## config.mk

```make
export PLATFORM = sky130hd
export DESIGN_NAME = apb_spi_master_param
export DESIGN_NICKNAME = d
export VERILOG_FILES = /design/src/rtl/apb_spi_pkg.sv /design/src/rtl/spi_fifo.sv /design/src/rtl/apb_spi_master_param.sv
export SDC_FILE = /design/constraint.sdc
export NUM_CORES = 1
export LEC_CHECK = 0
export ABC_CLOCK_PERIOD_IN_PS = 2900
export CAP_MARGIN = 20
export CELL_PAD_IN_SITES_DETAIL_PLACEMENT = 2
export CELL_PAD_IN_SITES_GLOBAL_PLACEMENT = 2
export CORE_MARGIN = 2
export CORE_UTILIZATION = 39
export CTS_BUF_LIST = sky130_fd_sc_hd__clkbuf_16
export CTS_CLUSTER_SIZE = 10
export DETAILED_ROUTE_END_ITERATION = 12
export PLACE_DENSITY_LB_ADDON = 0.3
export SETUP_SLACK_MARGIN = 0.5
export SLEW_MARGIN = 10
export SYNTH_ARGS = -nofsm -noshare
export SYNTH_HDL_FRONTEND = slang
export SYNTH_HIERARCHICAL = 1
export SYNTH_SLANG_ARGS = --single-unit
```

## constraint.sdc

```tcl
create_clock -name PCLK -period 2.9 [get_ports PCLK]
set_input_delay 0.29 -clock PCLK [delete_from_list [all_inputs] [get_ports PCLK]]
set_output_delay 0.29 -clock PCLK [all_outputs]
set_load 0.05 [all_outputs]
```

## src/rtl/apb_spi_pkg.sv

```systemverilog
// apb_spi_pkg: register indices, CTRL/STATUS bit positions and FSM state encoding shared by the APB SPI master
package apb_spi_pkg;
  localparam logic [2:0] REG_RX = 3'd0, REG_TX = 3'd1, REG_CTRL = 3'd2, REG_DIV = 3'd3, REG_STAT = 3'd4;
  localparam int C_EN = 0, C_CPOL = 1, C_CPHA = 2, C_IE_DONE = 3, C_IE_OVF = 4, C_SS = 8;
  localparam int S_RX_OVF = 5;
  typedef enum logic [1:0] {IDLE, SETUP, SHIFT, HOLD} state_t;
endpackage

```

## src/rtl/spi_fifo.sv

```systemverilog
// spi_fifo: sync show-ahead FIFO (clk, rst_n async low, push/din, pop/dout, full, empty); push while full is accepted only together with a pop
module spi_fifo #(
  parameter int WIDTH = 16,
  parameter int DEPTH = 4
) (
  input  logic             clk,
  input  logic             rst_n,
  input  logic             push,
  input  logic [WIDTH-1:0] din,
  input  logic             pop,
  output logic [WIDTH-1:0] dout,
  output logic             full,
  output logic             empty
);
  localparam int AW = $clog2(DEPTH);
  logic [WIDTH-1:0] mem [DEPTH];
  logic [AW-1:0] wp, rp;
  logic [AW:0] cnt;
  logic do_push, do_pop;
  assign full = cnt == (AW+1)'(DEPTH);
  assign empty = cnt == '0;
  assign do_pop = pop & !empty;
  assign do_push = push & (!full | do_pop);
  assign dout = mem[rp];
  always_ff @(posedge clk or negedge rst_n)
    if (!rst_n) begin
      wp <= '0;
      rp <= '0;
      cnt <= '0;
    end else begin
      if (do_push) wp <= wp + 1'b1;
      if (do_pop) rp <= rp + 1'b1;
      cnt <= cnt + (AW+1)'(do_push) - (AW+1)'(do_pop);
    end
  always_ff @(posedge clk)
    if (do_push) mem[wp] <= din;
endmodule

```

## src/rtl/apb_spi_master_param.sv

```systemverilog
// apb_spi_master_param: APB3 slave SPI master (APB: PCLK PRESETn PADDR PSEL0 PENABLE PWRITE PWDATA PRDATA PREADY PSLVERR; SPI: MISO MOSI SCLK SS_N; IRQ) with TX/RX FIFOs, CPOL/CPHA and SCLK divider
module apb_spi_master_param import apb_spi_pkg::*; #(
  parameter int APB_W   = 16,
  parameter int DATA_W  = 16,
  parameter int FIFO_D  = 4,
  parameter int NUM_SS  = 2,
  parameter int DIV_RST = 7
) (
  input  logic                 PCLK,
  input  logic                 PRESETn,
  input  logic [2:0]           PADDR,
  input  logic [2:0]           PPROT,
  input  logic                 PSEL0,
  input  logic                 PENABLE,
  input  logic                 PWRITE,
  input  logic [APB_W-1:0]     PWDATA,
  input  logic [APB_W/8-1:0]   PSTRB,
  output logic                 PREADY,
  output logic [APB_W-1:0]     PRDATA,
  output logic                 PSLVERR,
  input  logic                 MISO,
  output logic                 MOSI,
  output logic                 SCLK,
  output logic [NUM_SS-1:0]    SS_N,
  output logic                 IRQ
);
  localparam int SSW = NUM_SS > 1 ? $clog2(NUM_SS) : 1;
  localparam int HW = $clog2(2 * DATA_W);
  localparam logic [HW-1:0] LAST_H = HW'(2 * DATA_W - 1);
  localparam logic [APB_W-1:0] CTRL_MASK = APB_W'({{SSW{1'b1}}, 8'h1F});
  localparam logic [APB_W-1:0] OVF_BIT = APB_W'(1) << S_RX_OVF;
  localparam logic [NUM_SS-1:0] SS_ONE = NUM_SS'(1);
  logic access, wr, rd, err, wok, last, edge_go, lead, unused;
  logic tx_full, tx_empty, rx_full, rx_empty, tx_push, tx_pop, rx_push, rx_pop;
  logic [APB_W-1:0] ctrl, div, div_l, cnt, rdata;
  logic [DATA_W-1:0] tx_sh, rx_sh, tx_dout, rx_dout;
  logic [HW-1:0] h;
  logic rx_ovf, cpol, cpha;
  state_t st;
  assign unused = ^{PPROT, PSTRB};
  assign access = PSEL0 & PENABLE;
  assign wr = access & PWRITE;
  assign rd = access & !PWRITE;
  assign err = (PADDR > 3'd4)
             | (PWRITE & (PADDR == REG_RX))
             | (PWRITE & (PADDR == REG_TX) & tx_full)
             | (PWRITE & (PADDR == REG_STAT) & |(PWDATA & ~OVF_BIT))
             | (!PWRITE & (PADDR == REG_RX) & rx_empty);
  assign wok = wr & !err;
  assign PREADY = access;
  assign PSLVERR = access & err;
  assign PRDATA = (rd & !err) ? rdata : '0;
  assign IRQ = (ctrl[C_IE_DONE] & !rx_empty) | (ctrl[C_IE_OVF] & rx_ovf);
  always_comb
    case (PADDR)
      REG_RX:   rdata = APB_W'(rx_dout);
      REG_CTRL: rdata = ctrl;
      REG_DIV:  rdata = div;
      REG_STAT: rdata = APB_W'({rx_ovf, st != IDLE, rx_full, rx_empty, tx_full, tx_empty});
      default:  rdata = '0;
    endcase
  assign tx_push = wok & (PADDR == REG_TX);
  assign rx_pop = rd & !err & (PADDR == REG_RX);
  assign tx_pop = (st == IDLE) & ctrl[C_EN] & !tx_empty;
  assign last = cnt == div_l;
  assign edge_go = last & ((st == SETUP) | ((st == SHIFT) & (h != LAST_H)));
  assign lead = (st == SETUP) | h[0];
  assign rx_push = last & (st == SHIFT) & (h == LAST_H);
  spi_fifo #(.WIDTH(DATA_W), .DEPTH(FIFO_D)) u_tx (
    .clk(PCLK), .rst_n(PRESETn), .push(tx_push), .din(PWDATA[DATA_W-1:0]),
    .pop(tx_pop), .dout(tx_dout), .full(tx_full), .empty(tx_empty)
  );
  spi_fifo #(.WIDTH(DATA_W), .DEPTH(FIFO_D)) u_rx (
    .clk(PCLK), .rst_n(PRESETn), .push(rx_push), .din(rx_sh),
    .pop(rx_pop), .dout(rx_dout), .full(rx_full), .empty(rx_empty)
  );
  always_ff @(posedge PCLK or negedge PRESETn)
    if (!PRESETn) begin
      ctrl <= '0;
      div <= APB_W'(DIV_RST);
      rx_ovf <= 1'b0;
    end else begin
      if (wok & (PADDR == REG_CTRL)) ctrl <= PWDATA & CTRL_MASK;
      if (wok & (PADDR == REG_DIV)) div <= PWDATA;
      if (rx_push & rx_full & !rx_pop) rx_ovf <= 1'b1;
      else if (wok & (PADDR == REG_STAT) & PWDATA[S_RX_OVF]) rx_ovf <= 1'b0;
    end
  always_ff @(posedge PCLK or negedge PRESETn)
    if (!PRESETn) begin
      st <= IDLE;
      cnt <= '0;
      h <= '0;
      div_l <= '0;
      cpol <= 1'b0;
      cpha <= 1'b0;
      tx_sh <= '0;
      rx_sh <= '0;
      SS_N <= '1;
      SCLK <= 1'b0;
      MOSI <= 1'b0;
    end else begin
      cnt <= ((st == IDLE) || last) ? '0 : cnt + 1'b1;
      case (st)
        IDLE: begin
          SCLK <= ctrl[C_CPOL];
          if (tx_pop) begin
            st <= SETUP;
            cpol <= ctrl[C_CPOL];
            cpha <= ctrl[C_CPHA];
            div_l <= div;
            SS_N <= ~(SS_ONE << ctrl[C_SS +: SSW]);
            tx_sh <= ctrl[C_CPHA] ? tx_dout : tx_dout << 1;
            MOSI <= !ctrl[C_CPHA] & tx_dout[DATA_W-1];
          end
        end
        SETUP: if (last) begin
          st <= SHIFT;
          h <= '0;
        end
        SHIFT: if (last) begin
          if (h == LAST_H) st <= HOLD;
          else h <= h + 1'b1;
        end
        default: if (last) begin
          st <= IDLE;
          SS_N <= '1;
        end
      endcase
      if (edge_go) SCLK <= (st == SETUP) ? !cpol : !SCLK;
      if (edge_go & (lead ^ cpha)) rx_sh <= {rx_sh[DATA_W-2:0], MISO};
      if (edge_go & !(lead ^ cpha)) begin
        MOSI <= tx_sh[DATA_W-1];
        tx_sh <= tx_sh << 1;
      end
    end
endmodule
```

# [After elaboration in Yosys (flattened, before gate mapping)]
# Memory sizes are Yosys's and may differ from the RTL's.
# Cells that the tools add are included.
# Widths: inputs -> output; s select.
[classes] n_bitwise=48 magnitude_cmp=1 add_sub_neg=10 n_eq_ne=16 reduce_logical=30 n_mux=32 shift=1
[ops] cell="$mux 16" count=6
[ops] cell="$pmux 16 s4" count=1
[ops] cell="$and 1x1->1" count=36
[ops] cell="$add 16x1->16 const B" count=1
[ops] cell="$eq 16x16->1" count=1
[ops] cell="$mux 5" count=3
[ops] cell="$reduce_or 15->1" count=1
[ops] cell="$mux 2" count=7
[ops] cell="$reduce_bool 2->1" count=7
[ops] cell="$mux 1" count=12
[ops] cell="$logic_not 1->1" count=11
[ops] cell="$pmux 5 s2" count=1
[ops] cell="$eq 3x3->1 const B" count=3
[ops] cell="$logic_not 3->1" count=3
[ops] cell="$or 1x1->1" count=9
[ops] cell="$add 2x1->2 const B" count=4
[ops] cell="$add 3x1->3" count=2
[ops] cell="$eq 3x2->1 const B" count=2
[ops] cell="$ne 2x2->1 const B" count=3
[ops] cell="$pmux 2 s3" count=1
[ops] cell="$sub 3x1->3" count=2
[ops] cell="$add 5x1->5 const B" count=1
[ops] cell="$eq 5x5->1 const B" count=1
[ops] cell="$ne 5x5->1 const B" count=1
[ops] cell="17 further kinds" count=19
[totals] word_cells=160 mem_bits_rw=128 out_inout_bits=23 regBits=114 mem_count=2
[memory_table] memory="u_rx.mem" depth=4 width=16 rd=1 rd_clocked_by_memory_dff=0 write_ports=1 line="spi_fifo.sv:16" source="logic [WIDTH-1:0] mem [DEPTH];"
[memory_table] memory="u_tx.mem" depth=4 width=16 rd=1 rd_clocked_by_memory_dff=0 write_ports=1 line="spi_fifo.sv:16"

# [Logic depth before layout (Yosys ltp)]
[depth] depth_word=14 mapped_depth=13 mapped_depth_nobuf=13

# [Hierarchy]
# Netlist, hierarchy kept.
[modules_own_cells] mod="apb_spi_master_param" area_each_um2=5182.5 seq_area_each_um2=2508.7 cells_each=505 n_inst=1
[modules_own_cells] mod="spi_fifo (u_rx)" area_each_um2=2750.1 seq_area_each_um2=2097.0 cells_each=119 n_inst=1
[modules_own_cells] mod="spi_fifo (u_tx)" area_each_um2=2742.6 seq_area_each_um2=2097.0 cells_each=119 n_inst=1

# [Worst setup path before layout]
# OpenSTA, ideal clock, no wires.
[synth_timing] kind="register to register" start="register st[0]" end="register u_tx.cnt[2]" n_path_buf=2 arrival_ns=2.674 slack_ns=0.103 required_ns=2.777 period_less_slack_ns=2.797 stages_incl_launch_ff=13 cell_sequence="dfrtp_1 inv_1 ha_1 clkbuf_1 nand3b_1 inv_1 clkbuf_1 o31ai_2 a21bo_1 ha_1 fa_1 xnor2_1 xnor2_1"
[synth_between] elab_chain_len=8
[synth_rtl] item="from (decl)" line="apb_spi_master_param.sv:39" source="state_t st;"
[synth_rtl] item="from (signal assigned)" line="apb_spi_master_param.sv:90" source="st <= IDLE;"
[synth_rtl] item="from (signal assigned)" line="apb_spi_master_param.sv:107" source="st <= SETUP;"
[synth_rtl] item="from (signal assigned)" line="apb_spi_master_param.sv:117" source="st <= SHIFT;"
[synth_rtl] item="$logic_not 2->1 *" line="apb_spi_master_param.sv:64" source="assign tx_pop = (st == IDLE) & ctrl[C_EN] & !tx_empty;"
[synth_rtl] item="$and 1x1->1 * (2 in series)" line="apb_spi_master_param.sv:64"
[synth_rtl] item="net tx_pop" line="apb_spi_master_param.sv:34" source="logic tx_full, tx_empty, rx_full, rx_empty, tx_push, tx_pop, rx_push, rx_pop;"
[synth_rtl] item="$and 1x1->1 *" line="spi_fifo.sv:22" source="assign do_pop = pop & !empty;"
[synth_rtl] item="$or 1x1->1" line="spi_fifo.sv:23" source="assign do_push = push & (!full | do_pop);"
[synth_rtl] item="$and 1x1->1" line="spi_fifo.sv:23"
[synth_rtl] item="$add 3x1->3" line="spi_fifo.sv:33" source="cnt <= cnt + (AW+1)'(do_push) - (AW+1)'(do_pop);"
[synth_rtl] item="$sub 3x1->3 *" line="spi_fifo.sv:33"
[synth_rtl] item="to (signal assigned)" line="spi_fifo.sv:33"
[synth_rtl] item="to (decl)" line="spi_fifo.sv:18" source="logic [AW:0] cnt;"
# Mark *: on every way through the listed nets, which the timed path passes. The rest lies on a longest branch.
# A chain may end at the register's enable or synchronous reset.

# [Worst setup path in the final report]
[layout_timing] start="register u_tx.cnt[2]" end="output PRDATA[8]"
[layout_between] elab_chain_len=8
[layout_rtl] item="$eq 3x3->1" line="spi_fifo.sv:20" source="assign full = cnt == (AW+1)'(DEPTH);"
[layout_rtl] item="net tx_full" line="apb_spi_master_param.sv:34"
[layout_rtl] item="$and 1x1->1" line="apb_spi_master_param.sv:46" source="| (PWRITE & (PADDR == REG_TX) & tx_full)"
[layout_rtl] item="$or 1x1->1" line="apb_spi_master_param.sv:46"
[layout_rtl] item="$or 1x1->1" line="apb_spi_master_param.sv:47" source="| (PWRITE & (PADDR == REG_STAT) & |(PWDATA & ~OVF_BIT))"
[layout_rtl] item="$or 1x1->1" line="apb_spi_master_param.sv:48" source="| (!PWRITE & (PADDR == REG_RX) & rx_empty);"
[layout_rtl] item="$logic_not 1->1" line="apb_spi_master_param.sv:52" source="assign PRDATA = (rd & !err) ? rdata : '0;"
[layout_rtl] item="$and 1x1->1" line="apb_spi_master_param.sv:52"
[layout_rtl] item="$mux 16" line="apb_spi_master_param.sv:52"
[layout_rtl] item="to (decl)" line="apb_spi_master_param.sv:19" source="output logic [APB_W-1:0] PRDATA,"
# The timed path passes the listed nets, and every way through them passes these cells.

==> metrics list <==
- TritonCTS built the clock tree.
- OpenSTA, run right after detailed placement, puts the worst setup slack at -508.8 ps.
* PD cells: 791.8 nW/um^2
- Top sig layer: met4
- Average detailed-routed wire length per instance: between 20 and 30 um
- Top-level I/O count: 53
* DRC violation count after routing: 0
* Violations in the final reports: setup timing
- The run finished, with violations left.
* GP Congestion: 0.7811
- Die area: between 20000 and 30000 um^2
- After the flow finishes, the layout carries non-filler instances totaling 1257.
- FFs w/ async S/R, synth: a little under half
- The number of placed instances, taps included, is roughly 1200.
- Setup crit start kind: register
* Vias: 6873
- Yosys printed 6 warnings.
- Most used cells in the layout excluding fill and tap cells: 128 x sky130_fd_sc_hd__edfxtp_1, 98 x sky130_fd_sc_hd__dfrtp_1, 85 x sky130_fd_sc_hd__nand2_1
* Area share of the largest cell type after synthesis: 36.01%
* Total global routing overflow: 0
* Top flip-flop cell by instance count after synthesis: sky130_fd_sc_hd__edfxtp_1
- Measured along the x axis, the die boundary spans approximately 170 um.
- Dividing the detail-routed via count by the number of cells gives around 5.5.
* IO buf count: between 40 and 50
* Length of the first detailed-routing pass in iterations: 4
- Number of pins with negative max-slew slack in the final report: 0
* Worst slew slack as a fraction of its limit: around 44%
* Initial Util: 39.61%
* Unrepaired setup endpoints after global routing: yes
* Endpoint arrival time on the critical path: 2650 ps
- At the pin with the least slew margin, the transition time is 835.8 ps.
- The region available for standard cell placement spans 26950 um^2.
- Sum of negative setup slack: -69.43 ps
- First-pass GRT wire length: 49640 um
* Biggest area consumer among synthesized cells: sky130_fd_sc_hd__edfxtp_1
* Met3 wire len: about 1200 um
* Post-detailed-routing wire length: roughly 34000 um
- After synthesis, the mean cell area works out to 14.37 um^2.
* Inserted Clock Buffers: 29
- Library cell used as clock root buffer: sky130_fd_sc_hd__clkbuf_16
- Post-route clock skew: approximately 25 ps
- The first routing iteration left 402 violations.
- Counting distinct cell types in the post-synthesis netlist gives 55.
- The clock passes through at most 3 buffers.
- Relative to the synthesized area, the layout overhead comes to 31.31%.
* Synthesized area: ~11000 um^2
- Max capacitance violation total: 0
* Tightest Hold Check Type: input pin to register
- After layout, the design draws a total of roughly 11000 uW.
- Most common cell after layout, fill and taps aside: sky130_fd_sc_hd__edfxtp_1
- In this run the static leakage power is 0.005590 uW.
- Synthesis produced between 700 and 800 cells.
* Maximum level of the CTS H-tree: 1
* Highest attainable clock frequency: roughly 340 MHz
- Clock-pin slew was measured on the worst setup and hold paths at around 60 ps.
* Number of flops mapped to enable cells by yosys: approximately 130
- Worst Path Required: approximately 2600 ps
- The routed design could run at a clock period as short as 2936 ps.
- The worst setup path is of the register to output port kind.
- Total number of placement rows: 60
- Layout Utilization: a little over half
- VDD IR max: between 0.4 and 0.5 mV
- Pin count of the biggest net entering global routing: between 100 and 150
- The count of nets left with antenna violations once routing finished came out at 0.
* Hpwl dp: roughly 20000 um
* Final setup fails: 2
- Clock latency on the worst-skew pair: between 500 and 600 ps
- Final hold viol count: 0
- Global-route total usage across every layer: roughly a quarter
- Sequential elements use 62.79% of the synthesized area.
* Die H: about 170 um
- For this block, wires on met1 add up to about 13000 um.
- Final layout net count: around 940
* Antenna violations before repair: 1
- Final period util: 101.2%
- The worst setup path is captured at an output port.
- Met2 wire length: roughly 19000 um
- Synthesized netlist net count: 791
- The number of global-route vias before repair is approximately 7800.
- In this run the worst path has a maximum fanout of 6.
- Synthesis-stage register bit count: 242
- Sorting the synthesized cells by area gives the leading types as sky130_fd_sc_hd__edfxtp_1 36%, sky130_fd_sc_hd__dfrtp_1 26%, sky130_fd_sc_hd__mux4_2 6.8%, sky130_fd_sc_hd__mux2_2 5.1%, sky130_fd_sc_hd__nand2_1 3.0%.
* Share of layout cells above drive strength 1: 36.50%
- Setup slack of the critical path after layout: -36.24 ps
- For this design, the sink count on the clock tree is 242.
-- critical path, cell delays in order (launching register included) --
cell and delay [ps]:
sky130_fd_sc_hd__dfrtp_1 390, sky130_fd_sc_hd__nor3b_4 170, sky130_fd_sc_hd__a21boi_2 130, sky130_fd_sc_hd__o21bai_1 120, sky130_fd_sc_hd__a32oi_2 230, sky130_fd_sc_hd__buf_4 160, sky130_fd_sc_hd__nand4_1 90, sky130_fd_sc_hd__buf_6 160
sky130_fd_sc_hd__buf_12 130, sky130_fd_sc_hd__nor3_4 240, sky130_fd_sc_hd__buf_6 130, sky130_fd_sc_hd__buf_12 120
-- cells in the mapped netlist, drive strengths merged, types with 16 or more instances --
cell type and instances:
nor2 51, mux4 32, nand2 87, o21ai 23, inv 23, clkbuf 19, dfrtp 109, ha 16
mux2 59, a22oi 16, edfxtp 128, mux2i 20, buf 16, xnor2 30
-- area by class of cell --
type	count	area (um^2)
well taps	341	426.7
multi-input cells	445	4105
flip-flops and latches	242	6716
inverters	23	86.33
fillers	2446	12930
repair buffers	152	1858
clock inverters	24	96.34
clock buffers	29	725.7
diodes	1	2.502
-- state kept, by name, indices dropped and copies added (netlist names), 3 cells and up --
signal    count
div_l        16
ctrl          6
u_rx/mem     64
tx_sh        16
u_tx/cnt      3
u_tx/mem     64
div          16
h             5
cnt          16
rx_sh        16
u_rx/cnt      3
-- power by group --
part | total [uW] | internal (uW) | switching [uW]
sequential | 4830 | 4210 | 621
combinational | 3060 | 1470 | 1590
clock | 3210 | 1790 | 1420
total | 11100 | 7460 | 3640
-- layer usage --
| layer | up-vias | GRT usage [%] |
|---|---|---|
| met5 | - | 0 |
| met3 | 60 | 3.195 |
| met2 | 133 | 44.01 |
| li1 | 3022 | - |
| met1 | 3658 | 27.82 |
| met4 | 0 | 7.544 |
-- through the flow --
| stage | instance area (um^2) | hold WS, ps |
|---|---|---|
| final | 14020 | 271.2 |
| after global routing | 14020 | 260.3 |
| after detailed placement | 12150 | 437.5 |
| after global placement | 12150 | 423.8 |
| after floorplan | 10740 | -5.591 |
| after CTS | 13620 | 257.0 |
-- repair_timing --
action,4_1_cts,5_1_grt
setup endpoints to repair,183,189
pin swaps,22,28
gates cloned,9,3
endpoints found under the hold margin,109,0
gates resized for setup,72,53
hold buffers,1,0
buffers inserted,25,12
-- final timing paths --
check                                            from                   endpoint  slack, ps  depth (start not counted)
worst max register to register  u_tx/cnt[1]$_DFF_PN0_      u_rx/cnt[2]$_DFF_PN0_         20                         14
min in group asynchronous                     PRESETn       tx_sh[6]$_DFFE_PN0P_        300                          3
max in group asynchronous                     PRESETn     u_rx/rp[1]$_DFFE_PN0N_       1920                          3
worst max-delay path            u_tx/cnt[2]$_DFF_PN0_                  PRDATA[8]        -40                         11
worst min-delay path                       PWDATA[11]  u_tx/mem[2][11]$_DFFE_PP_        270                          2
worst min register to register       cpol$_DFFE_PN0P_           cpol$_DFFE_PN0P_        490                          2
-- cells by family (layout without fill, tap and decap cells) --
kind of cell | count (synthesis) | in the layout | share of synthesized area, %
adders and majority gates | 18 | 18 | 2.250
buffers and inverters | 58 | 228 | 2.696
muxes | 111 | 111 | 15.24
DFF | 242 | 242 | 62.79
other | 0 | 1 | 0
xor gates and xnor gates | 40 | 40 | 3.282
AOI/OAI and AO/OA | 67 | 67 | 4.501
and+or+nand+nor | 207 | 209 | 9.248
No activity file was read; power rests on OpenSTA's default activity.
